### src/rtl/msrv32_pkg.sv
// Shared encodings for the msrv32 machine-mode trap/return sequencer:
// FSM states, PC mux selects, mcause codes and the trap-cause priority encoder.
package msrv32_pkg;

    typedef enum logic [1:0] {
        ST_RESET       = 2'b00,
        ST_OPERATING   = 2'b01,
        ST_TRAP_TAKEN  = 2'b10,
        ST_TRAP_RETURN = 2'b11
    } mc_state_e;

    typedef enum logic [1:0] {
        PC_BOOT = 2'b00,
        PC_EPC  = 2'b01,
        PC_TRAP = 2'b10,
        PC_NEXT = 2'b11
    } pc_src_e;

    localparam logic [4:0] SYSTEM = 5'b11100;

    localparam logic [3:0] CAUSE_MISALIGNED_INSTR = 4'd0;
    localparam logic [3:0] CAUSE_ILLEGAL_INSTR    = 4'd2;
    localparam logic [3:0] CAUSE_BREAKPOINT       = 4'd3;
    localparam logic [3:0] CAUSE_MISALIGNED_LOAD  = 4'd4;
    localparam logic [3:0] CAUSE_MISALIGNED_STORE = 4'd6;
    localparam logic [3:0] CAUSE_ECALL_M          = 4'd11;
    localparam logic [3:0] CAUSE_M_EXT_IRQ        = 4'd11;
    localparam logic [3:0] CAUSE_M_SW_IRQ         = 4'd3;
    localparam logic [3:0] CAUSE_M_TIMER_IRQ      = 4'd7;

    typedef struct packed {
        logic [3:0] code;
        logic       irq;
        logic       misaligned;
    } trap_cause_t;

    // Fixed priority, highest first; exceptions always win over interrupts.
    function automatic trap_cause_t select_cause(
        input logic mis_instr,
        input logic illegal,
        input logic ebreak,
        input logic mis_load,
        input logic mis_store,
        input logic ecall,
        input logic ext_irq,
        input logic sw_irq
    );
        trap_cause_t c;
        if (mis_instr)      c = '{code: CAUSE_MISALIGNED_INSTR, irq: 1'b0, misaligned: 1'b1};
        else if (illegal)   c = '{code: CAUSE_ILLEGAL_INSTR,    irq: 1'b0, misaligned: 1'b0};
        else if (ebreak)    c = '{code: CAUSE_BREAKPOINT,       irq: 1'b0, misaligned: 1'b0};
        else if (mis_load)  c = '{code: CAUSE_MISALIGNED_LOAD,  irq: 1'b0, misaligned: 1'b1};
        else if (mis_store) c = '{code: CAUSE_MISALIGNED_STORE, irq: 1'b0, misaligned: 1'b1};
        else if (ecall)     c = '{code: CAUSE_ECALL_M,          irq: 1'b0, misaligned: 1'b0};
        else if (ext_irq)   c = '{code: CAUSE_M_EXT_IRQ,        irq: 1'b1, misaligned: 1'b0};
        else if (sw_irq)    c = '{code: CAUSE_M_SW_IRQ,         irq: 1'b1, misaligned: 1'b0};
        else                c = '{code: CAUSE_M_TIMER_IRQ,      irq: 1'b1, misaligned: 1'b0};
        return c;
    endfunction

endpackage

### src/rtl/msrv32_irq_sync.sv
// N-flop level synchroniser for one asynchronous interrupt line, cleared by
// the asynchronous active-low core reset.
module msrv32_irq_sync #(
    parameter int STAGES = 2
) (
    input  logic clk_i,
    input  logic rst_ni,
    input  logic irq_i,
    output logic irq_o
);

    logic [STAGES-1:0] sync_q;
    logic [STAGES:0]   shift_in;

    assign shift_in = {sync_q, irq_i};

    always_ff @(posedge clk_i or negedge rst_ni) begin
        if (!rst_ni) begin
            sync_q <= '0;
        end else begin
            sync_q <= shift_in[STAGES-1:0];
        end
    end

    assign irq_o = sync_q[STAGES-1];

endmodule

### src/rtl/msrv32_machine_control.sv
// Machine-mode trap/return sequencer: picks the trap cause, steers the PC mux,
// flushes stage 2 and strobes the CSR file on trap entry and mret.
module msrv32_machine_control
    import msrv32_pkg::*;
#(
    parameter int IRQ_SYNC_STAGES = 2
) (
    input  logic       ms_riscv32_mp_clk_in,
    input  logic       ms_riscv32_mp_rst_n_in,
    input  logic       illegal_instr_in,
    input  logic       misaligned_load_in,
    input  logic       misaligned_store_in,
    input  logic       misaligned_instr_in,
    input  logic [4:0] opcode_6_to_2_in,
    input  logic [2:0] funct3_in,
    input  logic [6:0] funct7_in,
    input  logic [4:0] rs1_addr_in,
    input  logic [4:0] rs2_addr_in,
    input  logic [4:0] rd_addr_in,
    input  logic       e_irq_in,
    input  logic       t_irq_in,
    input  logic       s_irq_in,
    input  logic       mie_in,
    input  logic       meie_in,
    input  logic       mtie_in,
    input  logic       msie_in,
    output logic       meip_out,
    output logic       mtip_out,
    output logic       msip_out,
    output logic [1:0] pc_src_out,
    output logic       flush_out,
    output logic       trap_taken_out,
    output logic       set_cause_out,
    output logic       set_epc_out,
    output logic [3:0] cause_out,
    output logic       i_or_e_out,
    output logic       misaligned_exception_out,
    output logic       mie_clear_out,
    output logic       mie_set_out,
    output logic       instret_inc_out
);

    logic [2:0] irq_raw;
    logic [2:0] irq_sync;

    assign irq_raw = {s_irq_in, t_irq_in, e_irq_in};

    genvar gi;
    generate
        for (gi = 0; gi < 3; gi++) begin : g_irq_sync
            msrv32_irq_sync #(
                .STAGES(IRQ_SYNC_STAGES)
            ) u_sync (
                .clk_i (ms_riscv32_mp_clk_in),
                .rst_ni(ms_riscv32_mp_rst_n_in),
                .irq_i (irq_raw[gi]),
                .irq_o (irq_sync[gi])
            );
        end
    endgenerate

    assign meip_out = irq_sync[0];
    assign mtip_out = irq_sync[1];
    assign msip_out = irq_sync[2];

    logic is_system, is_ecall, is_ebreak, is_mret;
    logic exception, ext_irq, tmr_irq, sw_irq, irq_pend, trap_taken;
    trap_cause_t cause_sel;

    assign is_system = (opcode_6_to_2_in == SYSTEM) && (funct3_in == 3'b000) &&
                       (rs1_addr_in == 5'd0) && (rd_addr_in == 5'd0);
    assign is_ecall  = is_system && (funct7_in == 7'd0) && (rs2_addr_in == 5'd0);
    assign is_ebreak = is_system && (funct7_in == 7'd0) && (rs2_addr_in == 5'd1);
    assign is_mret   = is_system && (funct7_in == 7'b0011000) && (rs2_addr_in == 5'b00010);

    assign exception = illegal_instr_in | misaligned_load_in | misaligned_store_in |
                       misaligned_instr_in | is_ecall | is_ebreak;
    assign ext_irq   = meie_in & meip_out;
    assign tmr_irq   = mtie_in & mtip_out;
    assign sw_irq    = msie_in & msip_out;
    assign irq_pend  = mie_in & (ext_irq | tmr_irq | sw_irq);

    mc_state_e   state_q;
    pc_src_e     pc_src_q;
    logic        flush_q, trap_strobe_q, mie_set_q;
    logic [3:0]  cause_q;
    logic        i_or_e_q, misaligned_q;

    assign trap_taken = (state_q == ST_OPERATING) && (exception || irq_pend);
    assign cause_sel  = select_cause(misaligned_instr_in, illegal_instr_in, is_ebreak,
                                     misaligned_load_in, misaligned_store_in, is_ecall,
                                     ext_irq, sw_irq);

    // Outputs are registered for the state being entered, so they are pure
    // functions of the current state as seen by the rest of the core.
    always_ff @(posedge ms_riscv32_mp_clk_in or negedge ms_riscv32_mp_rst_n_in) begin
        if (!ms_riscv32_mp_rst_n_in) begin
            state_q       <= ST_RESET;
            pc_src_q      <= PC_BOOT;
            flush_q       <= 1'b1;
            trap_strobe_q <= 1'b0;
            mie_set_q     <= 1'b0;
            cause_q       <= 4'd0;
            i_or_e_q      <= 1'b0;
            misaligned_q  <= 1'b0;
        end else begin
            state_q       <= ST_OPERATING;
            pc_src_q      <= PC_NEXT;
            flush_q       <= 1'b0;
            trap_strobe_q <= 1'b0;
            mie_set_q     <= 1'b0;
            if (state_q == ST_OPERATING) begin
                if (trap_taken) begin
                    state_q       <= ST_TRAP_TAKEN;
                    pc_src_q      <= PC_TRAP;
                    flush_q       <= 1'b1;
                    trap_strobe_q <= 1'b1;
                    cause_q       <= cause_sel.code;
                    i_or_e_q      <= cause_sel.irq;
                    misaligned_q  <= cause_sel.misaligned;
                end else if (is_mret) begin
                    state_q   <= ST_TRAP_RETURN;
                    pc_src_q  <= PC_EPC;
                    flush_q   <= 1'b1;
                    mie_set_q <= 1'b1;
                end
            end
        end
    end

    assign trap_taken_out           = trap_taken;
    assign instret_inc_out          = (state_q == ST_OPERATING) && !trap_taken;
    assign pc_src_out               = pc_src_q;
    assign flush_out                = flush_q;
    assign set_cause_out            = trap_strobe_q;
    assign set_epc_out              = trap_strobe_q;
    assign mie_clear_out            = trap_strobe_q;
    assign mie_set_out              = mie_set_q;
    assign cause_out                = cause_q;
    assign i_or_e_out               = i_or_e_q;
    assign misaligned_exception_out = misaligned_q;

endmodule
### config.mk
export PLATFORM = sky130hd
export DESIGN_NAME = msrv32_machine_control
export DESIGN_NICKNAME = d
export VERILOG_FILES = /design/src/rtl/msrv32_pkg.sv /design/src/rtl/msrv32_irq_sync.sv /design/src/rtl/msrv32_machine_control.sv
export SDC_FILE = /design/constraint.sdc
export NUM_CORES = 1
export LEC_CHECK = 0
export ABC_AREA = 1
export BUFFER_PORTS_ARGS = -buffer_cell sky130_fd_sc_hd__buf_2
export CAP_MARGIN = 20
export CELL_PAD_IN_SITES_DETAIL_PLACEMENT = 0
export CELL_PAD_IN_SITES_GLOBAL_PLACEMENT = 1
export CORE_UTILIZATION = 26
export CTS_CLUSTER_SIZE = 28
export DETAILED_ROUTE_END_ITERATION = 10
export GPL_TIMING_DRIVEN = 1
export PLACE_DENSITY = 0.82
export SYNTH_ARGS = -nofsm -noshare
export SYNTH_HDL_FRONTEND = slang
export SYNTH_SLANG_ARGS = --single-unit
### constraint.sdc
create_clock -name ms_riscv32_mp_clk_in -period 1.5 [get_ports ms_riscv32_mp_clk_in]
set_clock_uncertainty 0.2 [all_clocks]
set_input_delay 0.225 -clock ms_riscv32_mp_clk_in [delete_from_list [all_inputs] [get_ports ms_riscv32_mp_clk_in]]
set_output_delay 0.225 -clock ms_riscv32_mp_clk_in [all_outputs]
set_load 0.05 [all_outputs]
# --- After elaboration in Yosys (flattened, before gate mapping) ---
# Index checks and enable logic that the tools add are counted.
totals:
  register_bits: 19
  input_bits: 43
  out_inout_bits: 18
  wordCells: 66
classes:
  n_eq_ne: 5
  mux: 21
  bitwise_logic: 11
  reduce_logical: 18
op_table:
  columns: ["cell", "count"]
  rows:
  - ["6-bit two-way mux", 7]
  - ["5-bit logical NOT", 3]
  - ["2-bit two-way mux", 6]
  - ["1-bit logical AND", 10]
  - ["7-bit by 5-bit equality test with 1-bit output (second input constant)", 1]
  - ["7-bit logical NOT", 1]
  - ["1-bit two-way mux", 7]
  - ["1-bit bitwise OR", 7]
  - ["5-bit by 1-bit equality test with 1-bit output (second input constant)", 1]
  - ["5-bit by 2-bit equality test with 1-bit output (second input constant)", 1]
  - ["5-bit equality test (second input constant)", 1]
  - ["5-bit two-way mux", 1]
  - ["1-bit AND", 4]
  - ["3-bit logical NOT", 1]
  - ["2-bit by 1-bit equality test with 1-bit output (second input constant)", 1]
  - ["2-bit AND reduction", 1]
  - ["1-bit logical NOT", 1]
  - ["1-bit logical OR", 1]

# --- Logic depth before layout (Yosys ltp) ---
depth:
  word_depth: 12
  mapped_depth: 10
  mapped_depth_nobuf: 10

# --- Hierarchy ---
# Synthesis repeated with hierarchy kept, for this count alone.
unflattened:
  cells_unflattened: 132
  area_unflattened_um2: 1013.5
by_module_without_submodules:
  columns: ["module", "n_inst", "cells_each", "area_each_um2", "seq_area_each_um2"]
  rows:
  - ["msrv32_machine_control", 1, 126, 863.3, 301.5]
  - ["msrv32_irq_sync", 3, 2, 50.0, 50.0]

# --- Least setup slack after synthesis ---
# No wires, ideal clock.
synth_path:
  path_type: "reg-to-output"
  from: "reg g_irq_sync[0].u_sync.sync_q[1]"
  to: "out instret_inc_out"
  t_arrival_ps: 1953
  required_ps: 1075
  slack_ps: -878
  path_stages_with_launch: 6
  path_buffers: 0
  cell_sequence: "dfrtp_1 -> nand2_1 -> o21ai_0 -> o21ai_0 -> nand4_4 -> nor2_1"
synth_via:
  elab_chain_cells: 8
synth_lines:
  columns: ["element", "line_no", "source"]
  rows:
  - ["from (decl)", "msrv32_irq_sync.sv:12", "logic [STAGES-1:0] sync_q;"]
  - ["from (signal assigned)", "msrv32_irq_sync.sv:21", "sync_q <= shift_in[STAGES-1:0];"]
  - ["1-bit AND", "msrv32_machine_control.sv:78", "assign ext_irq = meie_in & meip_out;"]
  - ["1-bit bitwise OR (2 in series)", "msrv32_machine_control.sv:81", "assign irq_pend = mie_in & (ext_irq | tmr_irq | sw_irq);"]
  - ["1-bit AND", "msrv32_machine_control.sv:81", null]
  - ["1-bit logical OR", "msrv32_machine_control.sv:89", "assign trap_taken = (state_q == ST_OPERATING) && (exception || irq_pend);"]
  - ["1-bit logical AND", "msrv32_machine_control.sv:89", null]
  - ["1-bit logical NOT", "msrv32_machine_control.sv:132", "assign instret_inc_out = (state_q == ST_OPERATING) && !trap_taken;"]
  - ["1-bit logical AND", "msrv32_machine_control.sv:132", null]
  - ["to (decl)", "msrv32_machine_control.sv:40", "output logic instret_inc_out"]
# No other way between the ends.

# --- Final worst setup path ---
layout_path:
  from: "reg g_irq_sync[0].u_sync.sync_q[1]"
  to: "out trap_taken_out"
layout_via:
  elab_chain_cells: 6
layout_lines:
  columns: ["element", "line_no", "source"]
  rows:
  - ["1-bit AND", "msrv32_machine_control.sv:78", null]
  - ["1-bit bitwise OR (2 in series)", "msrv32_machine_control.sv:81", null]
  - ["1-bit AND", "msrv32_machine_control.sv:81", null]
  - ["1-bit logical OR", "msrv32_machine_control.sv:89", null]
  - ["1-bit logical AND", "msrv32_machine_control.sv:89", null]
  - ["to (decl)", "msrv32_machine_control.sv:32", "output logic trap_taken_out,"]
# No other way between the ends.

==> results.md <==
- Status: finished, violations left
- Failing checks: setup timing
- Crit path time final: 1920 ps
- Worst setup EP type: primary output
- Total chip power: about 1.1 mW
- Htree depth: 1
- Required @ worst endpoint: 1070 ps
- Vias in the first global route: just over 1k
- Slew headroom: 74.5%
- First-pass GRT wire length: ~4000 um
- Via density: 4.01
- Starting density of the core: 28.1%
- Final setup violation count: 13
- Syn Area/Cell: between 8 and 9 um^2
- Total CTS buffers: 3
- Fin crit share: 128%
- Gpl congestion: slightly above 0.7
- Arr. time, crit path: roughly 1500 ps
- Post-route cell area: between 0.0015 and 0.002 mm^2
- I/O Buffers: 60
- Die X: between 60 and 70 um
- Die extent in y: 63.2 um
- Final WL: 2330 um
- HPWL Detailed: 1840 um
- Commonest non-fill, non-tap cell in the layout: buf_2
- Clk buf depth: 2
- Cell count after synthesis: between 100 and 150
- Die area: roughly 0.004 mm^2
- CTS tree: yes
- Final Max Slew Viols: 0
- Post-Place Cell Area: about 0.0015 mm^2
- Final WS setup: -418 ps
- Later-pin clock latency in the skew report: 240 ps
- Distinct cells, synth: 20
- Leak: roughly 0.95 nW
- Total gr overflow: 0
- DRT Pass-1 Iters: 2
- Crit path max fanout: 3
- Synth warn: 0
- Pwr/cell area: approximately 650 mW/mm^2
- Worst-path clk slew: approximately 60 ps
- Sequential area share after synthesis: between 40 and 50%
- Antenna Nets Post-Route: 0
- Cell Area, Synth: 975 um^2
- Seq cells post-synth: 18
- RSZ-0062 raised after global routing: yes
- Diodes inserted: 0
- Area occupied by multi-input gates: 435 um^2
- Fin. Hold Viols: 0
- Syn_nets: between 150 and 200
- Largest net degree at the start of global routing: 19
- Iteration-0 DRC Markers: 31
- CP Launch Type: flip-flop
- Max cap viols: 0
- Number of I/O pins: 61
- Worst vdd ir: approximately 0.7 mV
- TritonCTS Sinks: 18
- Row cnt: 21
- Dpl ws: -355 ps
- Area added between synthesis and finish: 73.9%
- Setup TNS: -2720 ps
- Layout cells sized above 1: a little over half
- Initial antenna violation count: 0
- Routed vias: 1050
- Most frequent cells in the layout: buf_2, buf_4, nand2_1
- CORE AREA: 0.00347 mm^2
- WL/cell: between 8 and 9 um
- Worst-Margin Slew: about 380 ps
- Nets: 260
- Fillers: approximately 360
- Fmax: approximately 0.52 GHz
- Clk root buf: clkbuf_8
- Crit Path Class: flip-flop to primary output
- Reg area: about 460 um^2
- DRC viols: 0
- Total GRT Usage: 12.7%
- Min-Delay Path Class: flip-flop to flip-flop
[cell families (layout without fill, tap and decap cells)]
group	count (synthesis)	after routing	synth area share (%)
buffers and inverters	26	123	11.2
flip-flops	18	18	46.3
AO/OA/AOI/OAI	6	6	3.08
AND/OR/NAND/NOR	69	69	39.4
[per-stage QoR]
stage,hold slack [ps],util (%),std cells
floorplan,-271,-,119
global placement,-35.9,42.8,242
detailed placement,-32.2,42.8,242
CTS,146,48.0,259
global route,168,48.9,262
finish,149,48.9,262
[registers in the layout, summed over array words and instances, names as in the netlist]
| register | count |
|---|---|
| state_q | 1 |
| mie_set_out | 1 |
| i_or_e_out | 1 |
| flush_out | 1 |
| cause_out | 4 |
| g_irq_sync.u_sync.sync_q | 6 |
| misaligned_exception_out | 1 |
| pc_src_out | 2 |
| mie_clear_out | 1 |
[where the power goes]
part	switching [mW]	leakage (nW)	internal (mW)
registers	0.00985	0.211	0.506
logic	0.138	0.719	0.121
clock network	0.140	0.0228	0.188
[routing by layer]
layer / global-route usage [%] / share of wire (%) / vias up
li1: - / - / 556
met1: 14.1 / 42 / 455
met2: 24.3 / 50 / 39
met3: 4.53 / 7.1 / 0
met4: 0 / 0 / 0
met5: 0 / 0 / -
[synthesized netlist by cell type, drive strengths merged]
cell type / n / share of area, %
a21oi: 4 / 2.1
and3: 2 / 1.4
buf: 3 / 2.3
dfrtp: 17 / 44
dfstp: 1 / 2.7
inv: 23 / 8.9
nand2: 29 / 12
nand3: 8 / 4.1
nand3b: 2 / 1.5
nand4: 4 / 7.2
nor2: 22 / 12
nor3: 2 / 1.0
o21ai: 2 / 1.0
[path summary, 6_finish.rpt]
path / from / endpoint / slack (ps) / cells past startpoint
min in group asynchronous: ms_riscv32_mp_rst_n_in / mie_clear_out / 240 / 2
worst min-delay path: g_irq_sync[1].u_sync.sync_q[0] / g_irq_sync[1].u_sync.sync_q[1] / 150 / 0
worst max register to register: g_irq_sync[0].u_sync.sync_q[1] / cause_out[3] / -340 / 12
worst min register to register: g_irq_sync[1].u_sync.sync_q[0] / g_irq_sync[1].u_sync.sync_q[1] / 150 / 0
max in group asynchronous: ms_riscv32_mp_rst_n_in / flush_out / 550 / 2
worst max-delay path: g_irq_sync[0].u_sync.sync_q[1] / trap_taken_out / -420 / 7
[worst max-delay path, stage by stage, from the launching register on]
cell and delay, ps:
dfrtp_2 410, nand2_2 80, o21ai_2 60, o21ai_2 170, nand4_4 160, nand2_4 110, clkinvlp_4 100, buf_8 160
[repair_timing]
| action | 4_1_cts | 5_1_grt |
|---|---|---|
| hold buffers | 4 | 0 |
| pin swaps | 7 | 4 |
| endpoints found under the setup margin | 11 | 13 |
| gates resized for setup | 8 | 2 |
| hold endpoints to repair | 20 | 0 |
| buffers inserted | 12 | 3 |
[cell type report]
class	instances	share of cell area, %
Clock buffer	4	2.66
Inverter	23	5.31
Multi-Input combinational cell	75	25.7
Sequential cell	18	26.9
Tap cell	46	3.39
Timing Repair Buffer	96	36.1
(Power assumes the default switching activity.)
